File: src/rtl/game_pkg.sv
// Shared game-round definitions: state encoding and spawn-interval lookup
// used by the scheduler, spawner and display blocks.
package game_pkg;

    typedef enum logic [1:0] {
        ST_IDLE      = 2'd0,
        ST_COUNTDOWN = 2'd1,
        ST_PLAY      = 2'd2,
        ST_OVER      = 2'd3
    } game_state_e;

    function automatic int unsigned spawn_cycles(
        input logic [1:0]  lvl,
        input int unsigned c0,
        input int unsigned c1,
        input int unsigned c2,
        input int unsigned c3
    );
        case (lvl)
            2'd0:    return c0;
            2'd1:    return c1;
            2'd2:    return c2;
            default: return c3;
        endcase
    endfunction

    function automatic int unsigned max_cycles(
        input int unsigned a,
        input int unsigned b,
        input int unsigned c,
        input int unsigned d,
        input int unsigned e
    );
        int unsigned m;
        m = a;
        if (b > m) m = b;
        if (c > m) m = c;
        if (d > m) m = d;
        if (e > m) m = e;
        return m;
    endfunction

endpackage

File: src/rtl/game_tick_gen.sv
// Enable-gated, clearable prescaler with a runtime period and a registered
// one-cycle tick; term is exposed so the owner can act on the same edge.
module game_tick_gen #(
    parameter int CNT_W = 8
) (
    input  logic             clk,
    input  logic             rst,
    input  logic             en,
    input  logic             clr,
    input  logic             mask,
    input  logic [CNT_W-1:0] period,
    output logic             term,
    output logic             tick
);

    logic [CNT_W-1:0] cnt;

    assign term = en && (cnt == period - CNT_W'(1));

    always_ff @(posedge clk) begin
        if (!rst) begin
            cnt  <= '0;
            tick <= 1'b0;
        end else begin
            tick <= term && !mask;
            // Clear has priority so a wrap on the entry edge still restarts at 0
            if (clr)
                cnt <= '0;
            else if (en)
                cnt <= term ? '0 : cnt + CNT_W'(1);
        end
    end

endmodule

File: src/rtl/game_round_scheduler.sv
// Game round sequencer: IDLE -> countdown -> timed PLAY -> OVER, with a 1 s
// enable timebase and a level-dependent zombie-spawn strobe.
module game_round_scheduler
    import game_pkg::*;
#(
    parameter int unsigned CLK_HZ        = 125000000,
    parameter int unsigned ROUND_SEC     = 60,
    parameter int unsigned COUNTDOWN_SEC = 3,
    parameter int unsigned SPAWN_CYC_L0  = 125000000,
    parameter int unsigned SPAWN_CYC_L1  = 93750000,
    parameter int unsigned SPAWN_CYC_L2  = 62500000,
    parameter int unsigned SPAWN_CYC_L3  = 31250000
) (
    input  logic       clk,
    input  logic       rst,
    input  logic       start,
    input  logic       abort,
    input  logic       pause,
    input  logic [1:0] level,
    output logic [1:0] state,
    output logic       sec_tick,
    output logic       spawn_tick,
    output logic [1:0] countdown,
    output logic [6:0] time_left,
    output logic       game_over
);

    localparam int unsigned MAX_CYC = max_cycles(CLK_HZ, SPAWN_CYC_L0, SPAWN_CYC_L1,
                                                 SPAWN_CYC_L2, SPAWN_CYC_L3);
    localparam int CNT_W = $clog2(MAX_CYC);

    game_state_e      state_q, state_n;
    logic [1:0]       cd_q, cd_n;
    logic [6:0]       tl_q, tl_n;
    logic [1:0]       lvl_q, lvl_n;
    logic             over_q;

    logic             run;
    logic             sec_term, spawn_term;
    logic             sec_clr, spawn_clr, spawn_en, spawn_mask;
    logic [CNT_W-1:0] sec_period, spawn_period;

    assign run          = ((state_q == ST_COUNTDOWN) || (state_q == ST_PLAY)) && !pause;
    assign sec_period   = CNT_W'(CLK_HZ);
    assign spawn_period = CNT_W'(spawn_cycles(lvl_q, SPAWN_CYC_L0, SPAWN_CYC_L1,
                                              SPAWN_CYC_L2, SPAWN_CYC_L3));
    assign spawn_en     = run && (state_q == ST_PLAY);
    assign spawn_clr    = abort || (state_q != ST_PLAY);
    // A spawn landing on the round-ending second would show up in OVER
    assign spawn_mask   = abort || (sec_term && (state_q == ST_PLAY) && (tl_q == 7'd1));

    game_tick_gen #(.CNT_W(CNT_W)) u_sec_gen (
        .clk    (clk),
        .rst    (rst),
        .en     (run),
        .clr    (sec_clr),
        .mask   (abort),
        .period (sec_period),
        .term   (sec_term),
        .tick   (sec_tick)
    );

    game_tick_gen #(.CNT_W(CNT_W)) u_spawn_gen (
        .clk    (clk),
        .rst    (rst),
        .en     (spawn_en),
        .clr    (spawn_clr),
        .mask   (spawn_mask),
        .period (spawn_period),
        .term   (spawn_term),
        .tick   (spawn_tick)
    );

    always_comb begin
        state_n = state_q;
        cd_n    = cd_q;
        tl_n    = tl_q;
        lvl_n   = lvl_q;
        sec_clr = abort;
        if (abort) begin
            state_n = ST_IDLE;
            cd_n    = 2'd0;
        end else begin
            case (state_q)
                ST_IDLE, ST_OVER: begin
                    if (start) begin
                        state_n = ST_COUNTDOWN;
                        cd_n    = 2'(COUNTDOWN_SEC);
                        tl_n    = 7'(ROUND_SEC);
                        lvl_n   = level;
                        sec_clr = 1'b1;
                    end
                end
                ST_COUNTDOWN: begin
                    if (sec_term) begin
                        if (cd_q == 2'd1) begin
                            cd_n    = 2'd0;
                            state_n = ST_PLAY;
                            sec_clr = 1'b1;
                        end else begin
                            cd_n = cd_q - 2'd1;
                        end
                    end
                end
                ST_PLAY: begin
                    if (sec_term) begin
                        if (tl_q == 7'd1) begin
                            tl_n    = 7'd0;
                            state_n = ST_OVER;
                        end else begin
                            tl_n = tl_q - 7'd1;
                        end
                    end
                end
                default: ;
            endcase
        end
    end

    always_ff @(posedge clk) begin
        if (!rst) begin
            state_q <= ST_IDLE;
            cd_q    <= 2'd0;
            tl_q    <= 7'd0;
            lvl_q   <= 2'd0;
            over_q  <= 1'b0;
        end else begin
            state_q <= state_n;
            cd_q    <= cd_n;
            tl_q    <= tl_n;
            lvl_q   <= lvl_n;
            over_q  <= (state_n == ST_OVER);
        end
    end

    assign state      = state_q;
    assign countdown  = cd_q;
    assign time_left  = tl_q;
    assign game_over  = over_q;

    logic unused_term;
    assign unused_term = spawn_term;

endmodule

File: config.mk
export PLATFORM = sky130hd
export DESIGN_NAME = game_round_scheduler
export DESIGN_NICKNAME = d
export VERILOG_FILES = /design/src/rtl/game_pkg.sv /design/src/rtl/game_tick_gen.sv /design/src/rtl/game_round_scheduler.sv
export SDC_FILE = /design/constraint.sdc
export NUM_CORES = 1
export LEC_CHECK = 0
export ABC_AREA = 1
export CORE_ASPECT_RATIO = 1.1
export CORE_MARGIN = 3
export CORE_UTILIZATION = 55
export DETAILED_ROUTE_END_ITERATION = 10
export MAX_ROUTING_LAYER = met4
export PLACE_DENSITY = 0.79
export SYNTH_ARGS = -nofsm -noshare
export SYNTH_HDL_FRONTEND = slang
export SYNTH_SLANG_ARGS = --single-unit
File: constraint.sdc
create_clock -name clk -period 2.55 [get_ports clk]
set_clock_uncertainty 0.05 [all_clocks]
set_input_delay 0.255 -clock clk [delete_from_list [all_inputs] [get_ports clk]]
set_output_delay 0.255 -clock clk [all_outputs]
set_load 0.005 [all_outputs]
Word level (Yosys, flattened, before mapping):

Index checks and enable logic that the tools add are counted.

* word-level logic and storage cells: 78
* input bits: 7
* output and inout bits: 14
* register bits: 70

* bitwise gates (word level): 2
* $add $sub $neg: 5
* mux-type cells: 23
* eq/ne operators: 14
* reduce and logical (&&, ||, !) cells: 25

Operators with widths (number)
* case mux 27 bit (3 select lines): 1
* adder 27 x 1 -> 27 bit, second input constant: 2
* two-way mux 27 bit: 2
* == test 27 bit: 1
* == test 27 bit, second input constant: 1
* subtractor 27 x 1 -> 27 bit, second input constant: 1
* two-way mux 7 bit: 3
* two-way mux 2 bit: 9
* case mux 7 bit (2 select lines): 1
* == test 2 bit, second input constant: 4
* logical AND 1 bit: 8
* != test 2 bit, second input constant: 4
* OR reduction 2 bit: 4
* == test 7 x 1 -> 1 bit, second input constant: 1
* subtractor 7 x 1 -> 7 bit, second input constant: 1
* == test 2 x 1 -> 1 bit, second input constant: 3
* case mux 2 bit (3 select lines): 1
* AND reduction 3 bit: 2
* zero test 2 bit: 2
* two-way mux 1 bit: 4
* case mux 2 bit (2 select lines): 1
* AND reduction 4 bit: 1
* nonzero test 2 bit: 2
* zero test 1 bit: 3
* 4 further kinds: 7

Longest topological paths before layout:

* depth after elaboration: 9
* depth in mapped cells: 15
* mapped depth without buffers: 15

Modules after synthesis:

From an unflattened synthesis, not the netlist that was laid out.

* cells, all modules: 1181
* area total of the unflattened synthesis: 7053.0 sq um

Modules (own cells, without submodules)
* game_tick_gen: cells each 514, sequential area each 560.5 sq um, area each 3019.1 sq um, instances 2
* game_round_scheduler: cells each 153, sequential area each 280.3 sq um, area each 1014.7 sq um, instances 1

Least setup slack after synthesis:

OpenSTA, ideal clock, no wires.

* path type: register to register
* start point: register state_q[0], in the netlist state[0]
* end point: register u_sec_gen.cnt[6]
* path buffers: 1
* slack: 0.414 ns
* stages on the path, launching flop included: 14
* data required time: 2.373 ns
* arrival: 1.960 ns
* setup time: 0.127 ns
* period minus slack after synthesis: 2.136 ns
* cells stage by stage: dfxtp_1 inv_1 ha_1 nor2_2 nand3_1 nor2_1 nand2_1 nor2_4 nand3_2 nand2_1 nand2_2 nand2_4 buf_6 nor2_1

* longest elaborated chain between the ends: 8
* elaborated cells on any way between the ends: 13
* classes of those cells: eq/ne: 3; mux: 4; reduce/logical: 6

Ends and longest elaborated chain
* from (decl): line game_round_scheduler.sv:32 `game_state_e state_q, state_n;`
* from (signal assigned): line game_round_scheduler.sv:128 `state_q <= state_n;`
* == test 2 x 1 -> 1 bit or == test 2 bit (tied branches): line game_round_scheduler.sv:43, game_round_scheduler.sv:84
* logical OR 1 bit: line game_round_scheduler.sv:43 `assign run = ((state_q == ST_COUNTDOWN) || (state_q == ST_PLAY)) && !pause;`
* logical AND 1 bit: line game_round_scheduler.sv:43
* logical AND 1 bit: line game_tick_gen.sv:18 `assign term = en && (cnt == period - CNT_W'(1));`
* two-way mux 1 bit: line game_round_scheduler.sv:95 `if (sec_term) begin`
* case mux 1 bit (2 select lines): line game_round_scheduler.sv:84 `case (state_q)`
* two-way mux 1 bit: line game_round_scheduler.sv:80 `if (abort) begin`
* OR reduction 2 bit (no source line)
* to (signal assigned): line game_tick_gen.sv:30 `cnt <= term ? '0 : cnt + CNT_W'(1);`
* to (decl): line game_tick_gen.sv:16 `logic [CNT_W-1:0] cnt;`

Parallel ways exist; a longest one is shown, timed or not.
A chain may end at the register's enable or synchronous reset.

Worst setup path in the final report:

Ends and elaborated chain as after synthesis.

==> flow_summary.json <==
{
  "outcome": "completed",
  "grt_remaining_overflow": 0,
  "stdcell_count": 863,
  "ctsHtreeMaxLevel": 3,
  "synthCells": 720,
  "ys_async_sr_fraction_pct": 0,
  "ys_seq_area_share_pct": 31.80,
  "drt_wl_total_um": 11440,
  "initial_antenna_violation_count": 0,
  "synth.cell_area_um2": 4407,
  "route.detailed.vias_per_inst": 5.268,
  "syn_avg_cell_area_um2": 6.120,
  "row_count": 33,
  "timing_worst_slew_pin_value_ns": 0.4417,
  "report.power.total_mw": 2.485,
  "syn_to_final_growth_pct": 14.08,
  "worstSetupStartpointType": "flop",
  "timing.final.ws_setup_ns": 0.2196,
  "drt_iter0_drc": 225,
  "power_per_cell_area_nw_per_um2": 494.3,
  "slew_headroom_pct": 70.33,
  "die_h_um": 99.88,
  "holdBufCountCts": 0,
  "finalCoreUtilization_pct": 65.81,
  "grt_use_total_pct": 26.88,
  "fin_hold_ws_ns": 0.4183,
  "synth_cell_type_count": 37,
  "layout.cells.most_common": "sky130_fd_sc_hd__nand2_1",
  "worst_hold_path_type": "reg -> reg",
  "die-width_um": 91.35,
  "cts-root-buf": "sky130_fd_sc_hd__clkbuf_8",
  "final_max_slew_viol_count": 0,
  "critical_path.most_common_cell": "sky130_fd_sc_hd__nor2_1",
  "final.min_clock_period_ns": 2.330,
  "power.leakage_nw": 1.951,
  "worst_setup_hold_path_clk_slew_ns": 0.08,
  "post_dp_hpwl_um": 8680,
  "wl_per_cell_um": 13.26,
  "place.gp.congestion": 0.9541,
  "yosys_warns": 0,
  "path_class": "reg -> reg",
  "worst_ir_drop_vdd_mv": 0.2981,
  "num_vias": 4546,
  "ys_ff_latch": 70,
  "path_buf_inv": 2,
  "final_cell_mix": "sky130_fd_sc_hd__nand2_1 (186), sky130_fd_sc_hd__nor2_1 (131), sky130_fd_sc_hd__inv_1 (107)",
  "first_pass_iters": 5,
  "totalNegativeSetupSlack_ns": 0,
  "place.detailed.instances": 847,
  "port_buffers": 20,
  "grt_start_max_net_pins": 28,
  "critical_path_peak_fanout": 10,
  "detailed_place.area_um2": 4757,
  "detail-route-antenna-nets": 0,
  "drive_above_1_share_pct": 6.464,
  "clock_insertion_delay_worst_skew_ns": 0.36,
  "setup_viol": 0,
  "post-place-ws_ns": 0.1827,
  "cts_tree": "built",
  "clk_path_buf_depth": 2,
  "grt_first_pass_wirelength_um": 19350,
  "cpLargestDelayFamily": "simple AND/OR/NAND/NOR gates",
  "fmax_mhz": 429.1,
  "die-area_um2": 9124,
  "design.final.nets": 774,
  "number_of_global_route_vias_before_repair": 4458,
  "postLayoutCellArea_um2": 5027,
  "critPathCaptureType": "flop",
  "slowest_stage": "sky130_fd_sc_hd__dfxtp_1",
  "unrepaired_setup_endpoints_after_global_routing": "false",
  "design.core.area_um2": 7639,
  "synth.net_count": 741,
  "initial_core_util_pct": 57.69,
  "count_of_flip_flops_with_a_built_in_enable_after_synthesis": 0,
  "antennaDiodeCount": 0,
  "critical-path-max-stage-delay_ns": 0.40,
  "cts_made_buffers": 9,
  "fin_crit_sh_pct": 91.39,
  "drt_drc_violations_left": 0,
  "crit_path_cell_chain": "inv_1 -> ha_1 -> nor2_2 -> nand3_1 -> nor2_1 -> nand2_1 -> nor2_4 -> clkinvlp_4 -> o311ai_0 -> nor2_1",
  "arrival_ns": 2.52,
  "finalHoldViolations": 0,
  "timing.critical_path.required_ns": 2.74,
  "cap_viol_max_count": 0,
  "clock_sink_count": 70,
  "ys.flop_type": "sky130_fd_sc_hd__dfxtp_1",
  "layout.filler_cells": 736,
  "io-pin-count": 21
}
layer usage:
metal / wire length (um) / share of wire, % / track usage, %
met1: 4865 / 43 / 28.95
met2: 5823 / 51 / 48.02
met3: 384 / 3.4 / 3.523
met4: 367 / 3.2 / 14.62
met5: 0 / 0 / -
worst min-delay path, stage by stage, from the launching register on:
cell and delay (ns):
sky130_fd_sc_hd__dfxtp_1 0.32, sky130_fd_sc_hd__nand2_1 0.06, sky130_fd_sc_hd__a21oi_1 0.05
worst paths after layout:
kind                       start             endpoint  slack [ns]  depth (start not counted)
max reg2reg             state[0]     u_sec_gen.cnt[6]        0.22                         10
min          u_spawn_gen.cnt[26]  u_spawn_gen.cnt[26]        0.42                          2
max                     state[0]     u_sec_gen.cnt[6]        0.22                         10
min reg2reg  u_spawn_gen.cnt[26]  u_spawn_gen.cnt[26]        0.42                          2
sequential cells by signal, indices dropped and copies added, names as in the netlist:
register,flops
countdown,2
game_over,1
lvl_q,2
state,2
time_left,7
u_sec_gen.cnt,27
u_sec_gen.tick,1
u_spawn_gen.cnt,27
u_spawn_gen.tick,1
synth_stat cells, types with 2 or more instances:
library cell,count,area share (%)
sky130_fd_sc_hd__dfxtp_1,70,32
sky130_fd_sc_hd__nand3_1,58,6.6
sky130_fd_sc_hd__buf_2,3,0.34
sky130_fd_sc_hd__xor2_1,14,2.8
sky130_fd_sc_hd__buf_6,2,0.51
sky130_fd_sc_hd__nand2_1,186,16
sky130_fd_sc_hd__ha_1,14,4.0
sky130_fd_sc_hd__nor2_4,2,0.51
sky130_fd_sc_hd__o21bai_1,2,0.34
sky130_fd_sc_hd__a31oi_1,2,0.28
sky130_fd_sc_hd__a21oi_1,20,2.3
sky130_fd_sc_hd__nor2_1,131,11
sky130_fd_sc_hd__o21ai_0,37,4.2
sky130_fd_sc_hd__nor3_1,20,2.3
sky130_fd_sc_hd__o22ai_1,3,0.43
sky130_fd_sc_hd__xnor2_1,2,0.40
sky130_fd_sc_hd__or2_2,4,0.57
sky130_fd_sc_hd__nor2_2,6,0.85
sky130_fd_sc_hd__inv_2,2,0.17
sky130_fd_sc_hd__inv_1,107,9.1
sky130_fd_sc_hd__a31o_2,2,0.40
sky130_fd_sc_hd__nand4_1,17,2.4
sky130_fd_sc_hd__nand2_2,2,0.28
final cells by class:
cell class | count | area (um^2) | share of cell area [%]
Timing Repair Buffer | 29 | 267.8 | 5.326
Inverter | 110 | 416.7 | 8.288
Sequential cell | 70 | 1401 | 27.87
Tap cell | 105 | 131.4 | 2.613
Clock buffer | 11 | 141.4 | 2.812
Multi-Input combinational cell | 533 | 2562 | 50.97
Clock inverter | 5 | 106.4 | 2.115
what timing repair did:
item | in CTS | in global routing
setup buffers | 0 | 0
setup endpoints to repair | 0 | 26
gates resized for setup | 0 | 4
cells by family (layout without fill, tap and decap cells):
family	count (synthesis)	count (layout)	share of synthesized area (%)
and+or+nand+nor	433	433	41.94
adders and majority gates	14	14	3.975
DFF	70	70	31.80
xor gates and xnor gates	16	16	3.180
buffers and inverters	117	155	10.48
AOI/OAI and AO/OA	70	70	8.632
where the power goes:
| part | switching (mW) | leakage, nW | total (mW) | internal [mW] |
|---|---|---|---|---|
| registers | 0.0176 | 0.565 | 1.12 | 1.11 |
| clock network | 0.456 | 0.120 | 1.13 | 0.679 |
| logic | 0.135 | 1.27 | 0.227 | 0.0919 |
| total | 0.608 | 1.95 | 2.48 | 1.88 |
Note: power is estimated with default switching activity, not from simulation.
